==> src/rtl/tron_pkg.sv <==
// Shared constants for the TRON fetch stage: opcodes, fetch FSM encoding, PC select codes.
package tron_pkg;

  localparam int unsigned OPCODE_W = 4;

  localparam logic [OPCODE_W-1:0] OP_ADD = 4'h0;
  localparam logic [OPCODE_W-1:0] OP_SUB = 4'h1;
  localparam logic [OPCODE_W-1:0] OP_LD  = 4'h4;
  localparam logic [OPCODE_W-1:0] OP_ST  = 4'h5;
  localparam logic [OPCODE_W-1:0] OP_BR  = 4'hC;
  localparam logic [OPCODE_W-1:0] OP_JMP = 4'hD;

  localparam logic [1:0] ST_IDLE = 2'd0;
  localparam logic [1:0] ST_REQ  = 2'd1;
  localparam logic [1:0] ST_WAIT = 2'd2;
  localparam logic [1:0] ST_DONE = 2'd3;

  localparam logic [1:0] PC_SEL_INC  = 2'd0;
  localparam logic [1:0] PC_SEL_BR   = 2'd1;
  localparam logic [1:0] PC_SEL_JMP  = 2'd2;
  localparam logic [1:0] PC_SEL_HOLD = 2'd3;

  localparam logic [15:0] NOP_INSTR = 16'h0000;

endpackage

==> src/rtl/pc_next_calc.sv <==
// Next-PC selection: increment, PC-relative branch on sign-extended imm, absolute jump, hold.
module pc_next_calc
  import tron_pkg::*;
#(
  parameter int unsigned ADDR_W = 16
) (
  input  logic [ADDR_W-1:0] pc,
  input  logic [7:0]        imm,
  input  logic [ADDR_W-1:0] jmp_target,
  input  logic [1:0]        pc_sel,
  output logic [ADDR_W-1:0] pc_next_c
);

  logic [ADDR_W-1:0] disp_c;

  assign disp_c = {{(ADDR_W - 8){imm[7]}}, imm};

  // Results wrap modulo 2^ADDR_W by truncation.
  always_comb begin
    pc_next_c = pc;
    case (pc_sel)
      PC_SEL_INC: pc_next_c = pc + ADDR_W'(1);
      PC_SEL_BR:  pc_next_c = pc + disp_c;
      PC_SEL_JMP: pc_next_c = jmp_target;
      default:    pc_next_c = pc;
    endcase
  end

endmodule

==> src/rtl/instr_fetch_unit.sv <==
// Instruction fetch stage: PC, memory read handshake, IR and field decode.
// Optional WAIT-state timeout enabled by defining FETCH_TIMEOUT_EN.
module instr_fetch_unit
  import tron_pkg::*;
#(
  parameter int unsigned       DATA_W      = 16,
  parameter int unsigned       ADDR_W      = 16,
  parameter logic [ADDR_W-1:0] RESET_PC    = '0,
  parameter int unsigned       TIMEOUT_CYC = 16
) (
  input  logic              clk,
  input  logic              reset,
  input  logic              IR_load,
  input  logic              pc_en,
  input  logic [1:0]        pc_sel,
  input  logic [ADDR_W-1:0] jmp_target,
  output logic [ADDR_W-1:0] mem_addr,
  output logic              mem_rd,
  input  logic [DATA_W-1:0] mem_rdata,
  input  logic              mem_ready,
  output logic [ADDR_W-1:0] pc,
  output logic [DATA_W-1:0] ir,
  output logic              fetch_busy,
  output logic              fetch_done,
  output logic [3:0]        opcode,
  output logic [3:0]        rdest,
  output logic [3:0]        opext,
  output logic [3:0]        rsrc,
  output logic [7:0]        imm,
  output logic              fetch_err
);

  logic [1:0]        state;
  logic [1:0]        state_nxt;
  logic [ADDR_W-1:0] pc_next_c;
  logic              timeout_c;

  assign opcode = ir[15:12];
  assign rdest  = ir[11:8];
  assign opext  = ir[7:4];
  assign rsrc   = ir[3:0];
  assign imm    = ir[7:0];

  pc_next_calc #(
    .ADDR_W(ADDR_W)
  ) u_pc_next_calc (
    .pc        (pc),
    .imm       (ir[7:0]),
    .jmp_target(jmp_target),
    .pc_sel    (pc_sel),
    .pc_next_c (pc_next_c)
  );

  always_comb begin
    state_nxt = state;
    case (state)
      ST_IDLE: if (IR_load) state_nxt = ST_REQ;
      ST_REQ:  state_nxt = ST_WAIT;
      ST_WAIT: if (mem_ready || timeout_c) state_nxt = ST_DONE;
      ST_DONE: state_nxt = ST_IDLE;
      default: state_nxt = ST_IDLE;
    endcase
  end

  // Handshake outputs are registered from the next state so they align with the state register.
  always_ff @(posedge clk) begin
    if (!reset) begin
      state      <= ST_IDLE;
      pc         <= RESET_PC;
      ir         <= '0;
      mem_rd     <= 1'b0;
      mem_addr   <= '0;
      fetch_busy <= 1'b0;
      fetch_done <= 1'b0;
    end else begin
      state      <= state_nxt;
      mem_rd     <= (state_nxt == ST_REQ) || (state_nxt == ST_WAIT);
      fetch_busy <= (state_nxt == ST_REQ) || (state_nxt == ST_WAIT);
      fetch_done <= (state_nxt == ST_DONE);
      if ((state == ST_IDLE) && IR_load) mem_addr <= pc;
      if ((state == ST_IDLE) && pc_en) pc <= pc_next_c;
      if (state == ST_WAIT) begin
        if (mem_ready) ir <= mem_rdata;
        else if (timeout_c) ir <= DATA_W'(NOP_INSTR);
      end
    end
  end

`ifdef FETCH_TIMEOUT_EN
  localparam int unsigned CNT_W = (TIMEOUT_CYC > 1) ? $clog2(TIMEOUT_CYC) : 1;

  logic [CNT_W-1:0] wait_cnt;

  assign timeout_c = (state == ST_WAIT) && !mem_ready &&
                     (wait_cnt == CNT_W'(TIMEOUT_CYC - 1));

  // Counter is cleared in REQ so every WAIT entry starts from zero.
  always_ff @(posedge clk) begin
    if (!reset) begin
      wait_cnt  <= '0;
      fetch_err <= 1'b0;
    end else begin
      if (state == ST_REQ) wait_cnt <= '0;
      else if ((state == ST_WAIT) && !mem_ready && !timeout_c) wait_cnt <= wait_cnt + CNT_W'(1);
      if (timeout_c) fetch_err <= 1'b1;
    end
  end
`else
  logic unused_timeout_cfg;

  assign unused_timeout_cfg = ^TIMEOUT_CYC;
  assign timeout_c          = 1'b0;
  assign fetch_err          = 1'b0;
`endif

endmodule
==> config.mk <==
export PLATFORM = sky130hd
export DESIGN_NAME = instr_fetch_unit
export DESIGN_NICKNAME = d
export VERILOG_FILES = /design/src/rtl/tron_pkg.sv /design/src/rtl/pc_next_calc.sv /design/src/rtl/instr_fetch_unit.sv
export SDC_FILE = /design/constraint.sdc
export NUM_CORES = 1
export LEC_CHECK = 0
export CORE_MARGIN = 4
export CORE_UTILIZATION = 49
export DETAILED_ROUTE_END_ITERATION = 12
export HOLD_SLACK_MARGIN = 0.03
export PLACE_DENSITY = 0.86
export REMOVE_ABC_BUFFERS = 1
export SLEW_MARGIN = 25
export SYNTH_ARGS = -nofsm -noshare
export SYNTH_HDL_FRONTEND = slang
export SYNTH_SLANG_ARGS = --single-unit
==> constraint.sdc <==
create_clock -name clk -period 6.8 [get_ports clk]
set_input_delay 1.36 -clock clk [delete_from_list [all_inputs] [get_ports clk]]
set_output_delay 1.36 -clock clk [all_outputs]
set_load 0.01 [all_outputs]
== Yosys cells after proc, flatten, opt, wreduce, memory -nomap -nowiden ==
Index checks and enable logic that the tools add are counted.
Storage, ports and cells
  bits in registers: 52
  input bits: 39
  output and inout bits: 76
  word-level logic and storage cells: 28
Cells by class
  add/subtract/negate cells: 2
  equal/unequal tests: 8
  muxes and demuxes: 4
  reductions and logical operators: 8
Operator list (number)
  $pmux 16 s3: 1
  $add 16x1->16 const B: 1
  $add 16x16->16: 1
  $eq 2x2->1 const B: 5
  $pmux 2 s4: 1
  $eq 2x1->1 const B: 3
  $logic_not 2->1: 2
  $mux 2: 2
  $reduce_and 2->1: 2
  $reduce_bool 3->1: 1
  $logic_and 1x1->1: 2
  $logic_or 1x1->1: 1

== Depth between registers and ports, before layout ==
Gate-level depths: netlist (run 1).
  depth in word-level cells: 4
  mapped depth: 11
  depth with buffers taken out: 10

== Modules after synthesis ==
A second synthesis (run 1) with hierarchy kept.
Unflattened totals
  cells, all modules: 442
  area, all modules: 3821.2 um^2
Modules (own cells, without submodules)
  instr_fetch_unit: times used 1, cells an instance 264, area each 2616.3 um^2, sequential area each 1041.0 um^2
  pc_next_calc: times used 1, cells an instance 178, area each 1204.9 um^2, sequential area each 0.0 um^2

== Least setup slack after synthesis (run 1) ==
Ideal clock, no wire load.
  path kind: input to register
  from: in pc_sel[1]
  to: reg pc[12]
  setup time: 120 ps
  arrival time: 3659 ps
  required time: 6680 ps
  slack: 3021 ps
  stages: 11
  buffers on the path: 1
  cells stage by stage: buf_6 > nor2b_1 > nand2b_1 > ha_1 > fa_1 > a21o_1 > a311oi_2 > o21ba_2 > mux2i_1 > nor3_1 > a211o_1
On the way
  word-level cells in the longest chain between the ends: 3
  elaborated cells on any way between the ends: 6
  those cells by class: 2 x eq/ne; 1 x mux; 3 x reduce/logical
RTL lines
  start: declaration: line instr_fetch_unit.sv:15  | input logic [1:0] pc_sel,
  $eq 2x1->1, or another cell as far along: line pc_next_calc.sv:21  | case (pc_sel)
  $reduce_bool 3->1 (no source line)
  $reduce_and 2->1 (no source line)
  end signal: assignment: line instr_fetch_unit.sv:81  | if ((state == ST_IDLE) && pc_en) pc <= pc_next_c;
  end: declaration: line instr_fetch_unit.sv:21  | output logic [ADDR_W-1:0] pc,
Parallel ways exist; a longest one is shown, timed or not.
A chain may end at the register's enable or synchronous reset.

== Worst setup path after layout (run 1) ==
Same ends and word-level chain as after synthesis.

==> reports/summary.txt, run 1 <==
vias in the first global route: 3,013
Seq/Total Area, Yosys: 32.3%
Slew Limit Fails: 0
CP top delay family: compound AO/OA/AOI/OAI gates
Hold Crit Start: mem_addr[11]
CTS tree: built
DRC violations left: 0
Critical Path Start Type: primary input
Clock Latency Late Sink: 0.31 ns
core area: 0.00635 mm2
Pre-antenna DRT Iters: 4
Die W: 89.1 um
Worst R2R Start: ir[0]
layout cells sized above 1: 4.91%
gpl congestion: 0.849
Hold EP: mem_addr[11]
Leakage: 1.61 nW
most common cell after layout, fill and taps aside: clkdlybuf4s50_1
GRT overflow: 0
commonest non-fill, non-tap cells in the layout: clkdlybuf4s50_1 (112), nand2_1 (94), dfxtp_1 (52), a21boi_0 (21), nand3_1 (15)
ys async rst share: 0%
die area: 0.00793 mm2
port bufs: 113
Via density: 5.59
Max Fanout on Critical Path: 12
max-cap check violation count: 0
WP depth: 11
worst r2r path cells: 9
worst-margin pin slew: 0.988 ns
post-DP HPWL: 6.45 mm
post-route minimum period: 4.40 ns
reg2reg end: pc[12]
Crit. End Element: flop
#FFs+latches synth: 52
Antenna Nets Post-Route: 0
CTS root buf: clkbuf_8
Yosys top cell by area: dfxtp_1
# IOs: 115
Final Hold Vio Count: 0
Detailed Route Iter0 Violations: 223
final WL: 8.81 mm
max incr delay on CP: 0.65 ns
top post-synthesis cells by area: dfxtp_1 (32%), nand2_1 (11%), buf_4 (6.3%), a21boi_0 (4.9%), ha_1 (4.3%)
first-pass GRT wire length: 14.1 mm
H-tree Lvls: 2
DP Worst Slack: 2.16 ns
Relative slew margins: 34.1%
cells along the critical path: clkdlybuf4s50_1, nor2b_1, nand2b_1, ha_1, fa_1, a21o_1, a311oi_2, o21ba_2, mux2i_1, nor3_1, a211o_1
initial core utilization: 50.7%
Setup CP Type: primary input to flop
slowest stage cell, crit path: clkdlybuf4s50_1
Post-CTS Setup Repair Bufs: 0
Site Rows: 29
Yosys Warn Count: 0
clk slew on worst S/H paths: 0.09 ns
per-cell routed wire length: 16.2 um
NumNets Final: 518
setup TNS: 0 ns
Hold-fix buffers, CTS: 0
min-delay worst type: flop to flop
CP required: 7.00 ns
CTS Buf Count: 5
initial antenna violation count: 0
largest net degree at the start of global routing: 67
Post-Syn Instances: 398
unrepaired setup endpoints after global routing: no
final period utilization: 64.8%
Ant. Diodes: 0
R2R Setup Slk: 4.10 ns
hold path cells: 2
share of the synthesized area in the top cell type: 32.3%
post-synthesis area per instance: 8.09 um2
Worst Path Arrival: 4.61 ns
clk_skew: 0.00631 ns
post-cts resize count: 0
status: completed
clock tree buffer depth: 2
worst setup margin: 2.40 ns
total number of vias: 3,044
Die Height: 89.1 um
Netlist Area Pre-Place: 0.00322 mm2
Area Growth Syn to Fin: 30.7%
Total GRT Usage: 22.4%
Max Fclk: 0.227 GHz
CP bufs+invs: 1
Final setup viols: 0
PwrDens: 249 mW/mm2
CTS Sinks: 52
Post-synth EDFFs: 0
Peak VDD IR: 0.278 mV
predominant post-synthesis flop cell: dfxtp_1
Yosys cell types: 62
## worst register-to-register path, cell delays in order (launching register included)
cell and delay, ns:
dfxtp_1 0.36, nand2b_1 0.16, ha_1 0.22, fa_1 0.41, a21o_1 0.21, a311oi_2 0.42
o21ba_2 0.25, mux2i_1 0.23, nor3_1 0.07, a211o_1 0.26
## worst max-delay path by stage
stage | from | to | slack (ns)
after CTS | pc_sel[1] | pc[12] | 2.48
after global placement | pc_sel[1] | pc[12] | 2.22
after floorplan | pc_sel[0] | pc[12] | 3.09
after global routing | pc_sel[1] | pc[12] | 2.11
after detailed placement | pc_sel[1] | pc[12] | 2.16
final | pc_sel[1] | pc[12] | 2.40
## where the power goes
group	internal (mW)	total (mW)	switching, mW	leakage [nW]
Sequential	0.353	0.408	0.0544	0.422
Clock	0.109	0.214	0.105	0.0541
Combinational	0.206	0.427	0.221	1.13
Total	0.669	1.05	0.380	1.61
## kinds of logic (layout without fill, tap and decap cells)
logic type / Yosys count / after routing / share of synthesized area (%)
other: 1 / 1 / 0.116
multiplexers: 5 / 5 / 1.55
buffers and inverters: 54 / 124 / 11.4
flip-flops: 52 / 52 / 32.3
AND/OR/NAND/NOR: 174 / 174 / 26.3
AO/OA/AOI/OAI: 95 / 95 / 22.0
XOR/XNOR: 5 / 5 / 1.36
adder cells (fa/ha/maj): 12 / 12 / 4.90
## stage by stage
step | utilization [%] | std cells | power (mW) | area (um2) | hold WS, ns
6_report | 66.3 | 545 | 1.05 | 4210 | 0.458
5_1_grt | 66.3 | 545 | 1.11 | 4210 | 0.478
4_1_cts | 66.1 | 545 | 1.05 | 4200 | 0.462
3_5_place_dp | 64.4 | 537 | 0.841 | 4090 | 0.449
3_3_place_gp | 64.4 | 537 | 0.826 | 4090 | 0.441
2_1_floorplan | - | 346 | 0.619 | 2860 | 0.479
## registers in the layout, summed over array words and instances, names as in the netlist
register and flops:
ir 16, mem_addr 16, pc 16, state 2, fetch_busy 1, fetch_done 1
## cell type report
class | count | area (um2)
Multi-Input combinational cell | 292 | 1820
Fill cell | 540 | 2140
Tap cell | 77 | 96.3
Clock buffer | 5 | 68.8
Timing Repair Buffer | 114 | 1130
Inverter | 2 | 7.51
Sequential cell | 52 | 1040
Clock inverter | 3 | 42.5
## cell usage after synthesis, types with 4 or more instances
| cell type | number |
|---|---|
| a21boi_0 | 21 |
| a21boi_1 | 12 |
| a21o_1 | 8 |
| a21oi_1 | 10 |
| and2_1 | 12 |
| buf_4 | 27 |
| clkbuf_1 | 17 |
| clkbuf_8 | 4 |
| dfxtp_1 | 52 |
| ha_1 | 11 |
| mux2i_1 | 5 |
| nand2_1 | 94 |
| nand3_1 | 15 |
| nand4_1 | 5 |
| nor2_1 | 11 |
| nor3_1 | 6 |
| nor4b_1 | 6 |
| o211a_1 | 5 |
| o211ai_1 | 9 |
| o21ai_0 | 7 |
## metal layers
layer	wire length [um]	track usage [%]
met1	3760	28.8
met2	4180	36.6
met3	781	6.64
met4	92	6.77
met5	0	0
Power figures use the tool's default switching activity.
==> run 2, diff against run 1 <==
CORE_UTILIZATION = 41   (was 49)
PLACE_DENSITY = 0.77   (was 0.86)
clock period = 3.8 ns   (was 6.8 ns; I/O delays follow)
==> reports/summary.txt, run 2 (synthesis results as in run 1) <==
Critical Path Start Type: primary input
Setup CP Type: primary input to flop
Max Fanout on Critical Path: 6 (-6)
FF/Latch Area: 0.00104 mm2 (unchanged)
Psw: 0.683 mW (+80%)
GR Util met3: 3.82% (-2.8 points)
Ant. Diodes: 0 (unchanged)
CTS tree: built
layout cells sized above 1: 6.51% (+1.6 points)
Antenna Nets Post-Route: 0 (unchanged)
worst setup margin: 0.452 ns (-1.95 ns)
post-DP HPWL: 6.67 mm (+3.3%)
Finished Core Util: 55.6% (-11 points)
top flop regs: ir (16), mem_addr (16), pc (16)
most common cell after layout, fill and taps aside: clkdlybuf4s50_1
most used routing layer: met2
gpl congestion: 0.907 (+6.8%)
CP required: 4.03 ns (-2.97 ns)
Leakage: 1.64 nW (+1.6%)
R2R Setup Slk: 1.25 ns (-2.85 ns)
DRC violations left: 0 (unchanged)
CTS Sinks: 52 (unchanged)
Worst Path Arrival: 3.58 ns (-1.03 ns)
Area Growth Syn to Fin: 32.9%
clk_skew: 0.00516 ns (-0.00116 ns)
CTS root buf: clkbuf_8
DP Worst Slack: 0.109 ns (-2.05 ns)
worst hold margin: 0.456 ns (-0.00270 ns)
Detailed Route Iter0 Violations: 169 (-24%)
port bufs: 113 (unchanged)
initial core utilization: 41.9% (-8.8 points)
worst-margin pin slew: 0.696 ns (-0.292 ns)
vias in the first global route: 2,969 (-1.5%)
GRT overflow: 0 (unchanged)
commonest non-fill, non-tap cells in the layout: clkdlybuf4s50_1 (112), nand2_1 (94), dfxtp_1 (52), a21boi_0 (21), nand3_1 (15)
CTS Buf Count: 5 (unchanged)
core area: 0.00769 mm2 (+21%)
Post-CTS Setup Repair Bufs: 0 (unchanged)
Multi-input gate area: 0.00181 mm2 (-0.41%)
min-delay worst type: flop to flop
setup TNS: 0 ns (unchanged)
Via density: 5.29 (-5.2%)
status: completed
clock tree buffer depth: 2 (unchanged)
initial antenna violation count: 0 (unchanged)
Die Height: 96.6 um (+8.5%)
unrepaired setup endpoints after global routing: no
Peak VDD IR: 0.322 mV (+16%)
largest net degree at the start of global routing: 41 (-39%)
Crit. End Element: flop
Slew Limit Fails: 0 (unchanged)
total number of vias: 3,059 (+0.49%)
post-route minimum period: 3.35 ns
# IOs: 115 (unchanged)
Site Rows: 32 (+10%)
H-tree Lvls: 2 (unchanged)
Pre-antenna DRT Iters: 4 (unchanged)
Clock power frac: 18.7% (-1.7 points)
per-cell routed wire length: 15.6 um (-3.8%)
max-cap check violation count: 0 (unchanged)
Final setup viols: 0 (unchanged)
clk slew on worst S/H paths: 0.10 ns (about the same)
post-cts resize count: 0 (unchanged)
NumNets Final: 526 (+1.5%)
Total GRT Usage: 18.6% (-3.9 points)
PwrDens: 430 mW/mm2 (+72%)
first-pass GRT wire length: 14.5 mm (+2.8%)
Final Hold Vio Count: 0 (unchanged)
Max Fclk: 0.299 GHz
die area: 0.00933 mm2 (+18%)
part of the power in combinational logic: 41.9% (+1.2 points)
final WL: 8.99 mm (+2.0%)
Clock Latency Late Sink: 0.31 ns (about the same)
Hold-fix buffers, CTS: 0 (unchanged)
share of power burned in registers: 39.5% (+0.6 points)
M2 GR Usage: 32.5% (-4.0 points)
Layout fillers: 720 (+33%)
Internal: 1.16 mW (+73%)
final period utilization: 88.1%
met1 Use GR: 22.7% (-6.2 points)
Die W: 96.6 um (+8.5%)
sw frac: 37.2% (+0.90 points)
Relative slew margins: 53.6% (+19 points)
-- run 2: cell count changes in the layout (fill, tap and decap cells not counted), sizes merged --
| cell | change |
|---|---|
| buf | +8 |
| bufinv | -1 |
| clkbuf | +1 |
| clkinv | -1 |
| clkinvlp | +1 |
-- run 2: worst paths after layout --
kind                from          end  depth (start not counted)
max reg2reg        ir[0]       pc[12]                          9
min reg2reg  mem_addr[9]  mem_addr[9]                          2
max            pc_sel[0]       pc[11]                         11
min          mem_addr[9]  mem_addr[9]                          2
-- run 2: per-layer routing --
layer / up-vias / wire length (um)
met4: 0 / 149
met1: 1420 / 3900
met2: 107 / 4380
met3: 11 / 561
li1: 1521 / -
met5: - / 0
-- run 2: area by class of cell --
class                      count  share of cell area (%)
inverter                       2                   0.175
sequential                    52                    24.3
clock buffer                   6                    1.93
clock inverter                 2                   0.351
tap                          102                    2.98
timing repair buffer         122                    27.9
multi-input combinational    292                    42.3
-- run 2: worst max-delay path, stage by stage --
cell and delay (ns):
clkdlybuf4s50_1 0.50, nor2b_1 0.26, buf_4 0.18, and2_1 0.13, ha_1 0.30, a21o_1 0.25, a31oi_1 0.29, a21o_1 0.23
a21oi_1 0.09, or4_1 0.48, o2111ai_1 0.12
-- run 2: stage by stage --
stage / cells / power (mW) / instance area, um2
detailed placement: 570 / 1.51 / 4180
finish: 578 / 1.84 / 4280
global placement: 570 / 1.50 / 4180
floorplan: 346 / 1.11 / 2860
global route: 578 / 1.96 / 4280
CTS: 578 / 1.86 / 4280
-- run 2: power groups by stage --
stage | logic [mW] | registers (mW) | clock network [mW]
6_report | 0.770 | 0.725 | 0.343
5_1_grt | 0.849 | 0.743 | 0.371
3_5_place_dp | 0.776 | 0.738 | 0
3_3_place_gp | 0.759 | 0.737 | 0
4_1_cts | 0.780 | 0.725 | 0.355
2_1_floorplan | 0.338 | 0.770 | 0
==> run 3, diff against run 2 <==
CTS_CLUSTER_SIZE = 8   (was not set)
SLEW_MARGIN = not set   (was 25)
==> results of run 3 <==
The final DEF is identical to that of run 2; final timing and power are the same.
==> variant 1 (flow settings as in run 3) <==
Change the parameter `DATA_W` from 16 to 32.
--- a/src/rtl/instr_fetch_unit.sv
+++ b/src/rtl/instr_fetch_unit.sv
@@ -4,5 +4,5 @@
   import tron_pkg::*;
 #(
-  parameter int unsigned       DATA_W      = 16,
+  parameter int unsigned       DATA_W      = 32,
   parameter int unsigned       ADDR_W      = 16,
   parameter logic [ADDR_W-1:0] RESET_PC    = '0,
Ports: changed (resized ir and mem_rdata); port bits go from 115 to 147. The function was not compared with the original's and may differ.
==> variant 1 against run 3 <==
Sequential cell count rose by 16. Synthesized area rose by 12%. Combinational power rose by 18%. Final cell count rose by 20%. Design area rose by 19%. Sequential power rose by 28%. Clock skew rose by 0.0056 ns. Setup slack got worse by 0.12 ns. Count of clock-buffer cells in the layout rose by 4. Routed wire length rose by 20%. Total power rose by 30%. Die area rose by 11%. Critical path depth did not move. Largest power group is now registers.
==> variant 1: results (changes against run 3) <==
stage;metric;value;unit;change
power;internal_power;1.50;mW;+30%
drt;wirelength;10800;um;+20%
yosys;synth_common_cells;nand2_1 (127), a21oi_1 (68), dfxtp_1 (68);;
yosys;synth_area_leaders;dfxtp_1 (38%), nand2_1 (13%), a21oi_1 (9.5%), buf_4 (5.4%), ha_1 (3.8%);;
critical_path;reg2reg_slack;1.15;ns;-0.10 ns
finish;nNetsFinal;652;;+24%
placement;portBuffers;145;;+28%
yosys;synth_cell_types;51;;-18%
hold_path;holdPathEnd;ir[18]$_SDFFE_PN0P_;;
yosys;synth_compound_gate_area_share;0.188;;-0.0316
grt;grt_pass1_wl;17400;um;+20%
yosys;ys_seq_area_frac;0.379;;+0.0555
timing;clock_skew;0.0108;ns;+0.00560 ns
grt;grtUsageTotal;0.213;;+0.0275
placement;globalplace.congestion;0.886;;-2.4%
clocking;insertion_delay;0.35;ns;+0.04 ns
power;ir_drop;289;uV;-10%
clocking;path_clk_slew;0.08;ns;-0.02 ns
timing;slew_headroom;0.323;;-0.213
clocking;htreeDepth;3;;+1
critical_path;crit_fanout;7;;+1
timing;timing.hold.ws;0.457;ns;+0.00174 ns
finish;drive_gt1_frac;0.0492;;-0.0160
drt;drt-initial-drc-count;167;;-1.2%
critical_path;cp_data_arrival_time;3.75;ns;+0.17 ns
hold_path;hp-start;ir[18]$_SDFFE_PN0P_;;
grt;grt_pass1_vias;3691;;+24%
power;power_leakage;1.84;nW;+12%
drt;viasPerCell;5.31;;+0.40%
placement;placed_area;0.00492;mm^2;+18%
yosys;synth_xor_area_frac;0.00975;;-0.00385
run_status;status;completed;;
## variant 1: cell count changes after synthesis, moves of 6 or more
cell / change
a21boi_0: -21
a21boi_1: -12
a21oi_1: +58
clkbuf_1: +11
dfxtp_1: +16
nand2_1: +33
nor4b_1: -6
## variant 1: per-layer routing
metal / vias to the layer above / global-route usage / part of all wire
met5: - / 0 / 0
met4: 0 / 0.0746 / 0.020
met3: 23 / 0.0999 / 0.12
met2: 163 / 0.359 / 0.48
met1: 1685 / 0.236 / 0.39
li1: 1822 / - / -
## variant 1: final cells by class
type | count | area share
timing repair buffer | 154 | 0.298
multi-input combinational | 345 | 0.369
clock buffer | 10 | 0.0250
clock inverter | 6 | 0.00958
inverter | 7 | 0.00516
tap | 105 | 0.0258
sequential | 68 | 0.267
## variant 1: how the worst max path moves through the flow
stage,cells past startpoint,startpoint,end,slack (ns)
3_3_place_gp,11,pc_sel[0],pc[8]$_SDFFE_PN0P_,0.16
3_5_place_dp,11,pc_sel[0],pc[12]$_SDFFE_PN0P_,-0.04
2_1_floorplan,10,pc_sel[0],pc[8]$_SDFFE_PN0P_,0.85
6_report,11,pc_sel[0],pc[12]$_SDFFE_PN0P_,0.33
4_1_cts,11,pc_sel[0],pc[12]$_SDFFE_PN0P_,0.33
5_1_grt,11,pc_sel[0],pc[8]$_SDFFE_PN0P_,0.08
## variant 1: logic make-up after synthesis
group / count (synthesis)
xor+xnor: 4
other cells: 1
fa+ha+maj: 12
mux: 6
flops: 68
compound gates: 113
buf+inv: 65
simple gates: 209
## variant 1: critical path, cell delays in order
cell	delay, ns
clkdlybuf4s50_1	0.47
nor2b_1	0.34
nand2b_1	0.13
ha_1	0.23
fa_1	0.42
a21oi_1	0.25
o211ai_1	0.20
a21oi_2	0.26
mux2i_1	0.13
or4_1	0.40
a31oi_1	0.16
## variant 1: stage by stage
stage | total power, mW | cells | util | setup slack (ns)
final | 2.38 | 695 | 0.608 | 0.327
after CTS | 2.40 | 695 | 0.608 | 0.335
after detailed placement | 1.85 | 679 | 0.587 | -0.0363
after floorplan | 1.37 | 420 | - | 0.854
after global routing | 2.54 | 695 | 0.608 | 0.0830
after global placement | 1.83 | 679 | 0.587 | 0.162
## variant 1: power groups by stage
| stage | clock [mW] | combinational [mW] | sequential [mW] |
|---|---|---|---|
| 2_1_floorplan | 0 | 0.391 | 0.981 |
| 3_3_place_gp | 0 | 0.892 | 0.936 |
| 3_5_place_dp | 0 | 0.910 | 0.942 |
| 4_1_cts | 0.560 | 0.915 | 0.927 |
| 5_1_grt | 0.587 | 1.01 | 0.943 |
| 6_report | 0.550 | 0.905 | 0.926 |
==> variant 2 (settings of run 3) <==
Made on the original files. Remove the case item `PC_SEL_BR` of the case on `pc_sel`.
--- a/src/rtl/pc_next_calc.sv
+++ b/src/rtl/pc_next_calc.sv
@@ -21,5 +21,4 @@
     case (pc_sel)
       PC_SEL_INC: pc_next_c = pc + ADDR_W'(1);
-      PC_SEL_BR:  pc_next_c = pc + disp_c;
       PC_SEL_JMP: pc_next_c = jmp_target;
       default:    pc_next_c = pc;
Formal check against the unedited RTL: not equivalent (Yosys sat finds a counterexample within 10 cycles, from zero or initial values and one cycle with reset low).
==> variant 2 against run 3 <==
Setup slack improved by 0.96 ns. Combinational power down 28%. Non-clock buffer count is 8 lower. Routed wire length fell by 22%. Sequential share of layout area up 5.0 points. Via count shrank 21%. Hold slack improved by 0.0045 ns. Synthesized area decreased by 23%. Sequential cell count is the same. First-iteration DRC count decreased by 41%. Clock power increased by 9.6%. Design area is 17% lower. Total power is 13% lower. Critical path type unchanged.
==> variant 2: results (changes against run 3) <==
stage;metric;value;unit;change
critical_path;cpPeakStageDelay;0.70;ns;+0.20 ns
critical_path;crit_path_end_kind;flop;;
grt;grt_max_degree;25;;-39%
power;p_clk;0.376;mW;+9.6%
clocking;cts_resized;0;;unchanged
critical_path;r2r_end;pc[14]$_SDFFE_PN0P_;;
finish;drive_gt1_frac;0.0553;;-0.00986
finish;fillers;516;;-28%
power;power.net_switching;0.522;mW;-24%
run_status;status;completed;;
yosys;synth_cell_types;42;;-32%
critical_path;r2r_cells;6;;-3
hold_path;hp-start;mem_addr[5]$_SDFFE_PN0P_;;
grt;grt_pass1_wl;11300;um;-22%
hold_path;holdPathEnd;mem_addr[5]$_SDFFE_PN0P_;;
critical_path;critPathLaunch;pc_sel[0];;
timing;slew_headroom;0.456;;-0.0805
critical_path;rr_startpoint;state[0]$_SDFF_PN0_;;
placement;dpl.hpwl;5350;um;-20%
critical_path;crit_fanout;21;;+15
finish;nNetsFinal;423;;-20%
critical_path;cp_top_family;simple AND/OR/NAND/NOR gates;;
grt;antenna_found_initial;0;;unchanged
job;cap_viol_max_count;0;;unchanged
drt;wirelength;7030;um;-22%
finish;reg.largest.list;ir x16, mem_addr x16, pc x16;;
critical_path;reg2reg_slack;1.67;ns;+0.42 ns
clocking;cts_max_path_buffers;2;;unchanged
clocking;cts.root.buffer_cell;clkbuf_8;;
drt;vias;2413;;-21%
power;p_per_area;450;mW/mm^2;+4.7%
power;power_leakage;1.20;nW;-27%
grt;grt-ovfl-total;0;;unchanged
critical_path;cp_data_arrival_time;2.56;ns;-1.02 ns
yosys;synth_common_cells;nand2_1 (73), dfxtp_1 (52), a21oi_1 (44);;
timing;clock_skew;0.00327;ns;-0.00189 ns
yosys;ys_seq_area_frac;0.419;;+0.0954
clocking;path_clk_slew;0.09;ns;
clocking;insertion_delay;0.30;ns;
drt;drt-initial-drc-count;100;;-41%
placement;globalplace.congestion;0.836;;-7.8%
critical_path;slowest_stage;and3b_1;;
power;power_combinational;0.552;mW;-28%
yosys;synth_area_leaders;dfxtp_1 (42%), nand2_1 (11%), a21oi_1 (8.9%), buf_4 (8.2%), a311oi_1 (3.2%);;
grt;grtUsageTotal;0.187;;+0.00150
grt;grt_pass1_vias;2328;;-22%
power;ir_drop;240;uV;-26%
clocking;cts_made_buffers;5;;unchanged
variant 2: cell types whose count changed after synthesis, sizes merged, moves of 8 or more:
cell,delta
o211ai,-8
a21boi,-33
clkbuf,-12
a21oi,+33
a21o,-8
nand3,-11
nand2,-21
variant 2: cell type report:
type / instances / area share
Clock buffer: 6 / 0.0205
Timing Repair Buffer: 114 / 0.321
Multi-Input combinational cell: 201 / 0.323
Inverter: 5 / 0.00530
Sequential cell: 52 / 0.294
Tap cell: 75 / 0.0265
Clock inverter: 2 / 0.00989
variant 2: worst register-to-register path, stage by stage (launching register included):
cell      delay [ns]
dfxtp_1         0.31
inv_1           0.11
ha_1            0.26
and3b_1         0.66
nand2_1         0.32
o21ai_0         0.26
a311oi_1        0.07
variant 2: stage by stage:
step / setup slack [ns] / std cells / utilization / hold WS (ns) / cell area, um^2
final: 1.41 / 455 / 0.602 / 0.460 / 3540
after global routing: 1.26 / 455 / 0.602 / 0.487 / 3540
after CTS: 1.39 / 455 / 0.602 / 0.459 / 3540
after detailed placement: 1.08 / 447 / 0.584 / 0.446 / 3440
after global placement: 1.19 / 447 / 0.584 / 0.441 / 3440
after floorplan: 1.86 / 258 / - / 0.481 / 2200
variant 2: cell families (layout without fill, tap and decap cells):
family          count (synthesis)  count (layout)  synth area share
mux                             2               2           0.00805
simple gates                  112             112             0.233
compound gates                 81              81             0.193
other cells                     1               1           0.00151
fa+ha+maj                       5               5            0.0252
buf+inv                        49             127             0.121
flops                          52              52             0.419
variant 2: per-layer routing:
metal | vias up | routed length, um | track usage
met1 | 1115 | 3170 | 0.231
met3 | 10 | 523 | 0.0528
met5 | - | 0 | 0
met2 | 107 | 3220 | 0.315
li1 | 1181 | - | -
met4 | 0 | 117 | 0.0576
